### src/rtl/spi_master_pkg.sv
// Shared types, defaults and mode helpers for the SPI master and its SCLK generator.
package spi_master_pkg;

  localparam int DEF_CMD_BITS           = 8;
  localparam int DEF_ADDR_BITS          = 8;
  localparam int DEF_PAYLOAD_BITS       = 16;
  localparam int DEF_CLKS_PER_HALF_SCLK = 2;
  localparam int DEF_NUM_CS             = 2;
  localparam int DEF_INTER_FRAME_CLKS   = 2;

  localparam logic CS_ASSERT   = 1'b0;
  localparam logic CS_DEASSERT = 1'b1;

  typedef enum logic [1:0] {
    SPI_MODE0 = 2'b00,
    SPI_MODE1 = 2'b01,
    SPI_MODE2 = 2'b10,
    SPI_MODE3 = 2'b11
  } spi_mode_t;

  typedef enum logic [2:0] {
    ST_IDLE,
    ST_LEAD,
    ST_SHIFT,
    ST_TRAIL,
    ST_GAP
  } state_t;

  function automatic logic mode_cpol(input spi_mode_t m);
    return (m == SPI_MODE2) || (m == SPI_MODE3);
  endfunction

  function automatic logic mode_cpha(input spi_mode_t m);
    return (m == SPI_MODE1) || (m == SPI_MODE3);
  endfunction

  // Select-bus width never collapses to zero, even with a single chip select.
  function automatic int clog2_min1(input int n);
    return (n <= 2) ? 1 : $clog2(n);
  endfunction

endpackage

### src/rtl/spi_master_sclk_gen.sv
// Half-period timer and SCLK register; flags which SCLK edges are leading/trailing.
module spi_master_sclk_gen
  import spi_master_pkg::*;
#(
  parameter int CLKS_PER_HALF_SCLK = DEF_CLKS_PER_HALF_SCLK
) (
  input  logic sysclk,
  input  logic rst,
  input  logic en,
  input  logic toggle_en,
  input  logic load,
  input  logic cpol,
  output logic sclk,
  output logic tick,
  output logic lead_edge,
  output logic trail_edge
);

  localparam int CNT_W = (CLKS_PER_HALF_SCLK > 1) ? $clog2(CLKS_PER_HALF_SCLK) : 1;
  localparam logic [CNT_W-1:0] CNT_LAST = CNT_W'(CLKS_PER_HALF_SCLK - 1);

  logic [CNT_W-1:0] half_cnt;

  assign tick       = en && (half_cnt == CNT_LAST);
  // An edge is leading when SCLK leaves its idle level, trailing when it returns.
  assign lead_edge  = tick && toggle_en && (sclk == cpol);
  assign trail_edge = tick && toggle_en && (sclk != cpol);

  always_ff @(posedge sysclk) begin
    if (rst) begin
      half_cnt <= '0;
      sclk     <= 1'b0;
    end else if (load) begin
      half_cnt <= '0;
      sclk     <= cpol;
    end else if (en) begin
      half_cnt <= tick ? '0 : half_cnt + 1'b1;
      if (tick && toggle_en) begin
        sclk <= ~sclk;
      end
    end
  end

endmodule

### src/rtl/spi_master.sv
// SPI master: one CMD+ADDR+PAYLOAD frame per request, MSB first, full duplex, runtime mode 0-3.
module spi_master
  import spi_master_pkg::*;
#(
  parameter int CMD_BITS           = DEF_CMD_BITS,
  parameter int ADDR_BITS          = DEF_ADDR_BITS,
  parameter int PAYLOAD_BITS       = DEF_PAYLOAD_BITS,
  parameter int CLKS_PER_HALF_SCLK = DEF_CLKS_PER_HALF_SCLK,
  parameter int NUM_CS             = DEF_NUM_CS,
  parameter int INTER_FRAME_CLKS   = DEF_INTER_FRAME_CLKS,
  localparam int FRAME_W           = CMD_BITS + ADDR_BITS + PAYLOAD_BITS,
  localparam int CS_W              = clog2_min1(NUM_CS)
) (
  input  logic               sysclk,
  input  logic               rst,
  input  logic               i_tx_valid,
  output logic               o_tx_ready,
  input  logic [FRAME_W-1:0] i_frame,
  input  logic [CS_W-1:0]    i_cs_sel,
  input  logic [1:0]         i_mode,
  input  logic               miso,
  output logic               sclk,
  output logic               mosi,
  output logic [NUM_CS-1:0]  cs_n,
  output logic [FRAME_W-1:0] o_rx_frame,
  output logic               o_rx_valid,
  output logic               o_busy
);

  localparam int BIT_CNT_W = $clog2(FRAME_W + 1);
  localparam int GAP_W     = $clog2(INTER_FRAME_CLKS + 1);
  localparam logic [BIT_CNT_W-1:0] BITS_ALL    = BIT_CNT_W'(FRAME_W);
  localparam logic [BIT_CNT_W-1:0] BITS_ALL_M1 = BIT_CNT_W'(FRAME_W - 1);
  localparam logic [GAP_W-1:0]     GAP_LAST    = GAP_W'(INTER_FRAME_CLKS - 1);

  state_t             state;
  spi_mode_t          mode_q;
  logic [FRAME_W-1:0] tx_sr;
  logic [FRAME_W-1:0] rx_sr;
  logic [BIT_CNT_W-1:0] bit_cnt;
  logic [GAP_W-1:0]   gap_cnt;
  logic [NUM_CS-1:0]  cs_dec;

  logic accept;
  logic cpha;
  logic gen_en;
  logic gen_toggle;
  logic gen_cpol;
  logic tick;
  logic lead_edge;
  logic trail_edge;
  logic sample;
  logic shift_out;
  logic last_sample;
  logic frame_done;

  assign o_tx_ready = (state == ST_IDLE);
  assign o_busy     = ~o_tx_ready;
  assign accept     = i_tx_valid && o_tx_ready;
  assign cpha       = mode_cpha(mode_q);

  assign gen_en     = (state == ST_LEAD) || (state == ST_SHIFT) || (state == ST_TRAIL);
  assign gen_toggle = (state == ST_SHIFT);
  assign gen_cpol   = accept ? mode_cpol(spi_mode_t'(i_mode)) : mode_cpol(mode_q);

  spi_master_sclk_gen #(
    .CLKS_PER_HALF_SCLK(CLKS_PER_HALF_SCLK)
  ) u_sclk_gen (
    .sysclk    (sysclk),
    .rst       (rst),
    .en        (gen_en),
    .toggle_en (gen_toggle),
    .load      (accept),
    .cpol      (gen_cpol),
    .sclk      (sclk),
    .tick      (tick),
    .lead_edge (lead_edge),
    .trail_edge(trail_edge)
  );

  // CPHA=0 already presented the MSB in LEAD, so its final trailing edge must not shift.
  assign sample      = cpha ? trail_edge : lead_edge;
  assign shift_out   = cpha ? lead_edge : (trail_edge && (bit_cnt != BITS_ALL));
  assign last_sample = (bit_cnt == BITS_ALL) || (sample && (bit_cnt == BITS_ALL_M1));
  assign frame_done  = trail_edge && last_sample;

  // Out-of-range select leaves every line deasserted.
  always_comb begin
    cs_dec = {NUM_CS{CS_DEASSERT}};
    for (int i = 0; i < NUM_CS; i++) begin
      if (i_cs_sel == CS_W'(i)) begin
        cs_dec[i] = CS_ASSERT;
      end
    end
  end

  always_ff @(posedge sysclk) begin
    if (rst) begin
      state      <= ST_IDLE;
      mode_q     <= SPI_MODE0;
      cs_n       <= {NUM_CS{CS_DEASSERT}};
      mosi       <= 1'b0;
      tx_sr      <= '0;
      rx_sr      <= '0;
      bit_cnt    <= '0;
      gap_cnt    <= '0;
      o_rx_frame <= '0;
      o_rx_valid <= 1'b0;
    end else begin
      o_rx_valid <= 1'b0;
      unique case (state)
        ST_IDLE: begin
          if (accept) begin
            mode_q  <= spi_mode_t'(i_mode);
            cs_n    <= cs_dec;
            bit_cnt <= '0;
            rx_sr   <= '0;
            if (!mode_cpha(spi_mode_t'(i_mode))) begin
              mosi  <= i_frame[FRAME_W-1];
              tx_sr <= i_frame << 1;
            end else begin
              tx_sr <= i_frame;
            end
            state <= ST_LEAD;
          end
        end
        ST_LEAD: begin
          if (tick) begin
            state <= ST_SHIFT;
          end
        end
        ST_SHIFT: begin
          if (sample) begin
            rx_sr   <= {rx_sr[FRAME_W-2:0], miso};
            bit_cnt <= bit_cnt + 1'b1;
          end
          if (shift_out) begin
            mosi  <= tx_sr[FRAME_W-1];
            tx_sr <= {tx_sr[FRAME_W-2:0], 1'b0};
          end
          if (frame_done) begin
            state <= ST_TRAIL;
          end
        end
        ST_TRAIL: begin
          if (tick) begin
            cs_n       <= {NUM_CS{CS_DEASSERT}};
            o_rx_frame <= rx_sr;
            o_rx_valid <= 1'b1;
            gap_cnt    <= '0;
            state      <= ST_GAP;
          end
        end
        ST_GAP: begin
          if (gap_cnt == GAP_LAST) begin
            state <= ST_IDLE;
          end else begin
            gap_cnt <= gap_cnt + 1'b1;
          end
        end
        default: state <= ST_IDLE;
      endcase
    end
  end

endmodule

### config.mk
export PLATFORM = sky130hd
export DESIGN_NAME = spi_master
export DESIGN_NICKNAME = d
export VERILOG_FILES = /design/src/rtl/spi_master_pkg.sv /design/src/rtl/spi_master_sclk_gen.sv /design/src/rtl/spi_master.sv
export SDC_FILE = /design/constraint.sdc
export NUM_CORES = 1
export LEC_CHECK = 0
export CORE_ASPECT_RATIO = 0.5
export CORE_MARGIN = 1.5
export CORE_UTILIZATION = 30
export DETAILED_ROUTE_END_ITERATION = 8
export PLACE_DENSITY = 0.54
export SLEW_MARGIN = 20
export SYNTH_ARGS = -nofsm -noshare
export SYNTH_HDL_FRONTEND = slang
export SYNTH_SLANG_ARGS = --single-unit
### constraint.sdc
create_clock -name sysclk -period 2.6 [get_ports sysclk]
set_input_delay 0.78 -clock sysclk [delete_from_list [all_inputs] [get_ports sysclk]]
set_output_delay 0.78 -clock sysclk [all_outputs]
set_load 0.1 [all_outputs]
==> metrics.md, run 1 <==
| Metric | Value |
|---|---|
| Cell variety after synth | about 50 |
| Boundary pin count | between 70 and 80 |
| Sequential-to-total area share from yosys stat | 44.6% |
| Synth Register Bits | about 120 |
| Post-CTS setup buffers | 0 |
| PD cells | 698 nW/um^2 |
| Vias in the first global route | 4263 |
| Critical Path RT | around 1800 ps |
| Worst-path clk slew | ~60 ps |
| Ant diodes | 0 |
| Die area | ~18000 sq um |
| Dpl ws | -85.0 ps |
| Min cycle time layout | 2360 ps |
| Clk sinks | roughly 120 |
| Final hold vios | 0 |
| Synth top area cells | dfxtp_1, a21oi_1, nand2_1 |
| Router iterations before antenna repair | 5 |
| Post-cts resize count | 0 |
| Num CTS Buffers | 17 |
| WL per Instance | approximately 14 microns |
| Multi-input logic area | ~2600 sq um |
| Row cnt | 33 |
| Count leader, synth | nand2_1 |
| Core area | ~17000 sq um |
| Root buf cell | clkbuf_16 |
| IO Port Bufs | 77 |
| Largest area contributor in the netlist | dfxtp_1 |
| Status | complete, no violations |
| Fillers | 1722 |
| Worst Hold Class | reg2reg |
| Reg area | between 2000 and 2500 sq um |
| Worst R2R Setup Slack | 560 ps |
| Synthesized area per cell | just over 8 sq um |
| Die height | about 96 microns |
| Finished Layout Cells | ~900 |
| GRT Total Usage | between 10% and 20% |
| Initial antenna violation count | 0 |
| Hold buffers post-CTS | 0 |
| Worst setup EP type | output pin |
| CP Launch Type | flip-flop |
| Clock Skew | about 16 ps |
| H-tree depth | 4 |
| RSZ-0062 raised after global routing | no |
| Cell area after layout | 6710 sq um |
| Gpl congestion | between 0.7 and 0.8 |
| Iteration-0 DRC count of the detailed router | 279 |
| Worst r2r src | state[1] |
| Slew margin rel. | between 50% and 60% |
| Starting density of the core | between 30% and 40% |
| Clock Latency Late Sink | a little over 400 ps |
| Syn nets | 668 |
| Lkg Pwr | around 2.4 nW |
| Final setup violation count | 0 |
| WP data arrival | about 1600 ps |
| F_max | 0.424 GHz |
| Cells after synthesis | between 600 and 700 |
| Min-delay src | o_rx_frame[11] |
| Setup CP Type | reg2out |
| CTS tree | yes |
| Synth Flop Type | dfxtp_1 |
| Placed cell count | roughly 890 |
| Antenna-violating nets left | 0 |
| Maxcap violations | 0 |
| Synth top area share | ~45% |
| Worst Max-Slew Pin Slew | between 600 and 700 ps |
| Layout cell share with drive strength beyond 1 | around 15% |
| Average vias per placed instance | 5.00 |
| Critical Path Fanout Max | 9 |
| Nets | around 730 |
| Worst Slack Setup Final | between 200 and 250 ps |
| Synth Cell Area | a little over 5000 sq um |
| Residual DRC | 0 |
| Placed cell areas | 6130 sq um |
| Total gr overflow | 0 |
| Pin count of the biggest net entering global routing | roughly 70 |
| Syn. warnings | 0 |
| Crit path launch | state[0] |
| Synthesis-to-layout area growth | 30.0% |
| Via count | about 4600 |
| Final Util | 40.4% |
| Drt total wl | 12500 microns |
| Min Hold Slack | ~450 ps |
| Post-DP HPWL | roughly 7600 microns |
| EDFF count, synth | 0 |
| Asr flop ratio synth | 0% |
| First-pass GRT wire length | roughly 21000 microns |
| Most common library cells after synthesis | nand2_1, dfxtp_1, a21oi_1, nand3_1, clkbuf_1 |
| Final Max Slew Viols | 0 |
| Final Cycle Share | 90.7% |
| Clock tree buffer depth | 2 |
| Maximum vdd drop | about 0.00045 V |
| Die X-Extent | 188 microns |
[cell type report]
| cell class | count | area share [%] |
|---|---|---|
| clock buffer | 18 | 6.40 |
| timing repair buffer | 96 | 13.7 |
| multi-input combinational | 449 | 38.8 |
| inverter | 5 | 0.280 |
| clock inverter | 14 | 2.24 |
| tap | 227 | 4.23 |
| sequential | 115 | 34.3 |
[logic make-up (layout without fill, tap and decap cells)]
logic type               Yosys count  count (layout)  share of synthesized area, %
AND/OR/NAND/NOR                  251             251                          22.3
AO/OA/AOI/OAI                    153             153                          18.7
flip-flops                       115             115                          44.6
buffers and inverters             62             133                          5.43
multiplexers                      34              34                          6.62
XOR/XNOR                           8               8                          1.65
adder cells (fa/ha/maj)            3               3                         0.727
[worst max-delay path, stage by stage (launching register included)]
cell and delay [ps]:
dfxtp_1 580, buf_4 230, nor3_4 60, inv_1 120, buf_12 180
[stage by stage]
step,total power (W),setup TNS (ps)
2_1_floorplan,0.00223,-301
3_3_place_gp,0.00241,-903
3_5_place_dp,0.00242,-2190
4_1_cts,0.00473,0
5_1_grt,0.00486,0
6_report,0.00468,0
[sequential cells by signal, indices dropped and copies added (netlist names), 2 cells and up]
register,count
cs_n,2
o_rx_frame,32
rx_sr,32
state,3
tx_sr,32
mode_q,2
gap_cnt,2
bit_cnt,6
[final timing paths]
kind                                       end  depth (start not counted)
worst max-delay path                    o_busy                          4
worst min-delay path            o_rx_frame[11]                          2
worst min register to register  o_rx_frame[11]                          2
worst max register to register       tx_sr[21]                          4
[power by group]
part	switching, W	leakage [nW]	internal [W]	total (W)
sequential	0.0000386	0.932	0.00181	0.00185
combinational	0.000307	1.24	0.000217	0.000524
clock	0.000885	0.277	0.00142	0.00230
total	0.00123	2.45	0.00345	0.00468
[placed cells by master (no fill, tap or decap), types with 4 or more instances in the layout]
cell type and count:
inv_1 5, inv_6 4, buf_4 50, o21ai_0 5, dfxtp_1 115, mux2i_1 33, clkdlybuf4s50_1 36, o221ai_1 28
nand2_1 139, nand3_1 68, buf_12 9, clkbuf_16 17, nor2_1 14, xor2_1 4, a21oi_1 106
[metal layers]
| layer | global-route usage, % | wire length [microns] | vias up |
|---|---|---|---|
| met1 | 18.8 | 6250 | 2196 |
| met2 | 22.5 | 5550 | 84 |
| met3 | 3.86 | 567 | 12 |
| met5 | 0 | 0 | - |
| li1 | - | - | 2324 |
| met4 | 4.50 | 110 | 0 |
No activity file was read; power rests on OpenSTA's default activity.
==> inputs of run 2 (changes only) <==
- SETUP_SLACK_MARGIN: default -> 0.3
==> run 2 against run 1 <==
Against the previous run: clock power is 2% lower; sequential share of layout area decreased by 0.21 points; clock skew fell by 7.8 ps; clock-buffer cell count up 5.
==> metrics.md, run 2 (synthesized netlist as in run 1, its figures left out) <==
| Metric | Value |
|---|---|
| Via count | 4587 (-0.63%) |
| First-pass GRT wire length | 21000 microns (+1.5%) |
| Starting density of the core | 31.1% (unchanged) |
| Clock Latency Late Sink | 400 ps (about the same) |
| Layout cell share with drive strength beyond 1 | 15.7% (+0.79 points) |
| Most frequent cells in the layout | nand2_1, dfxtp_1, a21oi_1 |
| Antenna-violating nets left | 0 (unchanged) |
| RSZ-0062 raised after global routing | no |
| Placed cell areas | 6150 sq um (+0.39%) |
| Average vias per placed instance | 4.95 (-0.95%) |
| Min Hold Slack | 453 ps (+0.136 ps) |
| CTS tree | yes |
| Clock Skew | 7.83 ps (-7.81 ps) |
| Lkg Pwr | 2.48 nW (+1.5%) |
| Die area | 18000 sq um (unchanged) |
| CP Launch Type | flip-flop |
| Setup CP Type | reg2out |
| Maximum vdd drop | 0.000469 V (+4.2%) |
| Fillers | 1697 (-1.5%) |
| Critical Path RT | 1820 ps (about the same) |
| Boundary pin count | 78 (unchanged) |
| Final hold vios | 0 (unchanged) |
| Root buf cell | clkbuf_16 |
| Post-DP HPWL | 7760 microns (+1.5%) |
| PD cells | 686 nW/um^2 (-1.7%) |
| Gpl congestion | 0.726 (+0.22%) |
| Total gr overflow | 0 (unchanged) |
| Hold buffers post-CTS | 0 (unchanged) |
| H-tree depth | 4 (unchanged) |
| Num CTS Buffers | 17 (unchanged) |
| Final Cycle Share | 84.9% (-5.7 points) |
| Reg area | 2310 sq um (+0.27%) |
| IO Port Bufs | 77 (unchanged) |
| Row cnt | 33 (unchanged) |
| Drt total wl | 12400 microns (-0.62%) |
| Pin count of the biggest net entering global routing | 72 (unchanged) |
| Critical Path Fanout Max | 8 (-1) |
| Router iterations before antenna repair | 5 (unchanged) |
| Final Util | 40.8% (+0.35 points) |
| Synthesis-to-layout area growth | 31.1% |
| Finished Layout Cells | 927 (+0.32%) |
| Total power draw | 0.00464 W (-0.86%) |
| Top flop regs | o_rx_frame: 32 flops, rx_sr: 32 flops, tx_sr: 32 flops |
| Worst-path clk slew | 50 ps (about the same) |
| WP data arrival | 1430 ps (-150 ps) |
| Worst setup EP type | output pin |
| Worst Hold Class | reg2reg |
| GRT Total Usage | 14.3% (+0.16 points) |
| Core area | 16600 sq um (unchanged) |
| Multi-input logic area | 2610 sq um (+0.38%) |
| Placed cell count | 895 (+0.34%) |
| WL per Instance | 13.4 microns (-0.94%) |
| Worst Max-Slew Pin Slew | 528 ps (-103 ps) |
| Maxcap violations | 0 (unchanged) |
| Ant diodes | 0 (unchanged) |
| Die height | 95.7 microns (unchanged) |
| Status | complete, no violations |
| Leading cell type in the layout, fill and taps excluded | nand2_1 |
| F_max | 0.453 GHz (+6.8%) |
| Slew margin rel. | 64.7% (+6.8 points) |
| Cell area after layout | 6770 sq um (+0.88%) |
| Residual DRC | 0 (unchanged) |
| Die X-Extent | 188 microns (unchanged) |
| Vias in the first global route | 4325 (+1.5%) |
| Final Max Slew Viols | 0 (unchanged) |
| Clk sinks | 115 (unchanged) |
| Min cycle time layout | 2210 ps (-149 ps) |
| Iteration-0 DRC count of the detailed router | 356 (+28%) |
| Final setup violation count | 0 (unchanged) |
| Initial antenna violation count | 0 (unchanged) |
| Clock tree buffer depth | 2 (unchanged) |
| Nets | 730 (+0.55%) |
run 2: metal layers:
layer | global-route usage (%) | up-vias | wire (microns)
li1 | - | 2335 | -
met1 | 19.7 | 2157 | 6330
met2 | 21.9 | 83 | 5390
met3 | 3.39 | 12 | 553
met4 | 5.36 | 0 | 128
met5 | 0 | - | 0
run 2: what timing repair did:
action | CTS | global route
endpoints found under the setup margin | 1 | 36
resized for setup | 2 | 5
cloned | 0 | 1
pin swaps | 0 | 1
hold endpoints to repair | 0 | 0
setup buffers | 0 | 0
run 2: final timing paths:
check | startpoint | endpoint | slack (ps) | depth (start not counted)
max reg2reg | state[2] | rx_sr[29] | 570 | 5
max | state[0] | o_busy | 390 | 4
min | o_rx_frame[9] | o_rx_frame[9] | 450 | 2
min reg2reg | o_rx_frame[9] | o_rx_frame[9] | 450 | 2
run 2: power by group:
group          total, W  internal, W  switching [W]  leakage [nW]
clock           0.00225      0.00146       0.000793         0.277
sequential      0.00185      0.00181      0.0000361         0.934
combinational  0.000540     0.000229       0.000311          1.27
run 2: stage by stage:
step	setup TNS (ps)	worst slack, ps
after CTS	0	340
after global routing	0	329
after detailed placement	-1900	-75.4
after floorplan	-301	-301
final	0	392
after global placement	-682	-62.2
run 2: critical path, cell delays in order (launching register included):
cell and delay (ps):
dfxtp_4 380, buf_4 170, nor3_4 240, inv_2 70
buf_12 170
run 2: cell type report:
type	instances	area share (%)
Clock buffer	23	6.91
Sequential cell	115	34.1
Multi-Input combinational cell	449	38.6
Clock inverter	8	1.53
Inverter	5	0.277
Tap cell	227	4.20
Timing Repair Buffer	100	14.3
==> inputs of run 3 (changes only) <==
- PLACE_DENSITY: 0.54 -> 0.56
- clock period: 2.6 -> 1.9 ns (I/O delays scaled with it)
==> run 3 against run 2 <==
Against the previous run: wire length increased by 19%; non-clock buffer count increased by 42; sequential share of layout area decreased by 6.9 points; clock power increased by 50%; first-iteration DRC count decreased by 8.4%; worst setup slack got worse by 390 ps; sequential power increased by 37%; highest routed layer unchanged.
==> metrics.md, run 3 (synthesized netlist as in run 1, its figures left out) <==
| Metric | Value |
|---|---|
| Status | complete, no violations |
| Final Max Slew Viols | 0 (unchanged) |
| Min cycle time layout | between 1500 and 2000 ps |
| Maxcap violations | 0 (unchanged) |
| Router iterations before antenna repair | 5 (unchanged) |
| Hold EP | o_rx_frame[13] |
| WL per Instance | 15.2 microns (+14%) |
| F_max | 0.528 GHz |
| Pin count of the biggest net entering global routing | 51 (-29%) |
| Worst Hold Class | reg2reg |
| FF-to-FF End | rx_sr[19] |
| Layout cell share with drive strength beyond 1 | 36.2% (+20 points) |
| Clock Latency Late Sink | 420 ps (+20 ps) |
| WP data arrival | 1320 ps (-110 ps) |
| Clock tree buffer depth | 2 (unchanged) |
| Nets | 772 (+5.8%) |
| Worst r2r src | state[0] |
| Min-delay src | rx_sr[13] |
| Placed cell areas | 7000 sq um (+14%) |
| Sequential share of power | 36.0% (-3.9 points) |
| Slowest stage cell, crit path | dfxtp_2 |
| Boundary pin count | 78 (unchanged) |
| Post-DP HPWL | 8250 microns (+6.3%) |
| Die X-Extent | 188 microns (unchanged) |
| Via count | 4928 (+7.4%) |
| GRT met3 Usage | 4.45% (+1.1 points) |
| Fillers | 1479 (-13%) |
| Sw frac | 26.9% (+2.3 points) |
| Core area | 16600 sq um (unchanged) |
| Clk sinks | 115 (unchanged) |
| Most frequent cells in the layout | nand2_1, dfxtp_1, a21oi_1 |
| Gpl congestion | 0.782 (+7.7%) |
| Worst R2R Setup Slack | 40 ps (-530 ps) |
| Setup CP Type | reg2out |
| Initial antenna violation count | 0 (unchanged) |
| Drt total wl | 14800 microns (+19%) |
| Critical Path Fanout Max | 2 (-6) |
| Average vias per placed instance | 5.08 (+2.7%) |
| Num CTS Buffers | 17 (unchanged) |
| Final Util | 51.6% (+11 points) |
| Gr busiest metal | met2 |
| Reg2reg path depth | 9 (+4) |
| Combinational power share | 16.2% (+4.6 points) |
| Die height | 95.7 microns (unchanged) |
| Ant diodes | 0 (unchanged) |
| Slew margin rel. | 74.8% (+10 points) |
| Met1 usage | 20.4% (+0.77 points) |
| Total gr overflow | 0 (unchanged) |
| Worst setup EP type | output pin |
| Antenna-violating nets left | 0 (unchanged) |
| Die area | 18000 sq um (unchanged) |
| CP top delay family | buffers and inverters |
| Final hold vios | 0 (unchanged) |
| Hold buffers post-CTS | 0 (unchanged) |
| Clock share of power | 47.8% (-0.7 points) |
| P_int | 0.00515 W (+47%) |
| Residual DRC | 0 (unchanged) |
| Vias in the first global route | 4827 (+12%) |
| Met2 Usage GRT | 27.8% (+5.9 points) |
| Worst Max-Slew Pin Slew | 369 ps (-159 ps) |
| Starting density of the core | 31.1% (unchanged) |
| Worst-path clk slew | 60 ps (about the same) |
| Cell area after layout | 8560 sq um (+27%) |
| Row cnt | 33 (unchanged) |
| Crit-path cells | buf_6 -> nor3_4 -> inv_2 -> buf_12 |
| Synthesis-to-layout area growth | 65.9% |
| IO Port Bufs | 77 (unchanged) |
| Lkg Pwr | 3.04 nW (+22%) |
| Hold path depth | 2 (unchanged) |
| Top flop regs | o_rx_frame: 32 flops, rx_sr: 32 flops, tx_sr: 32 flops |
| GRT Total Usage | 16.5% (+2.2 points) |
| WP buf/inv | 3 (unchanged) |
| CP Launch Type | flip-flop |
| H-tree depth | 4 (unchanged) |
| Total power draw | 0.00705 W (+52%) |
| P_sw | 0.00189 W (+66%) |
| Final Cycle Share | 99.7% |
| Critical path's largest stage delay | 320 ps (-60 ps) |
| Final setup violation count | 0 (unchanged) |
| CTS tree | yes |
| Critical Path RT | 1330 ps (-490 ps) |
| First-pass GRT wire length | 23500 microns (+12%) |
| Clock Skew | 17.4 ps (+9.54 ps) |
| Leading cell type in the layout, fill and taps excluded | nand2_1 |
| Root buf cell | clkbuf_16 |
| Maximum vdd drop | 0.000695 V (+48%) |
| PD cells | 823 nW/um^2 (+20%) |
| RSZ-0062 raised after global routing | yes |
| Iteration-0 DRC count of the detailed router | 326 (-8.4%) |
==> run 3: changes by cell type in the layout (fill, tap and decap cells not counted), sizes merged <==
cell | before | now
dlymetal6s2s | 1 | 0
bufinv | 2 | 3
inv | 5 | 12
clkinvlp | 1 | 2
buf | 63 | 101
bufbuf | 0 | 3
clkinv | 5 | 3
dlygate4sd2 | 0 | 1
clkbuf | 24 | 19
==> run 3: metrics by stage <==
step	hold slack, ps	setup slack (ps)	TNS, ps	cells
floorplan	432	-693	-693	626
global placement	454	-440	-30090	908
finish	463	5.53	0	970
global route	485	-43.7	-143	970
detailed placement	457	-473	-30700	908
CTS	465	-17.3	-17.3	967
==> run 3: power groups by stage <==
stage | combinational [W] | sequential [W] | clock (W)
3_5_place_dp | 0.000847 | 0.00259 | 0
6_report | 0.00114 | 0.00254 | 0.00337
2_1_floorplan | 0.000523 | 0.00262 | 0
5_1_grt | 0.00121 | 0.00254 | 0.00354
3_3_place_gp | 0.000841 | 0.00259 | 0
4_1_cts | 0.00108 | 0.00254 | 0.00342
==> run 3: worst max path at each step <==
stage                     from        end  slack [ps]  depth (start not counted)
global route          state[0]     o_busy         -40                          4
detailed placement  i_tx_valid  tx_sr[13]        -470                          7
finish                state[0]     o_busy           6                          4
CTS                   state[0]     o_busy         -20                          4
floorplan             state[2]     o_busy        -690                          4
global placement    i_tx_valid  rx_sr[14]        -440                          7
==> run 3: worst reg2reg max path: cells and delay by family, from the launching register on <==
family / cells / cell delay [ps]
AO/OA/AOI/OAI: 2 / 200
buffers and inverters: 5 / 690
flip-flops: 1 / 320
AND/OR/NAND/NOR: 2 / 590
==> run 3: what timing repair did <==
item | in CTS | in global routing
setup endpoints to repair | 80 | 94
pin swaps | 42 | 35
setup buffers | 18 | 1
gates resized for setup | 57 | 63
gates cloned | 9 | 2
==> run 3: routing by layer <==
layer,wire length [microns],up-vias,share of wire [%]
met5,0,-,0
met3,685,16,4.6
li1,-,2443,-
met1,6710,2365,45
met4,196,0,1.3
met2,7170,104,49
==> run 3: cell type report <==
cell class | instances | area [sq um] | area share, %
multi-input combinational | 449 | 3160 | 36.8
sequential | 115 | 2330 | 27.2
timing repair buffer | 142 | 2160 | 25.2
clock buffer | 17 | 425 | 4.97
tap | 227 | 284 | 3.32
clock inverter | 15 | 191 | 2.24
inverter | 5 | 18.8 | 0.219
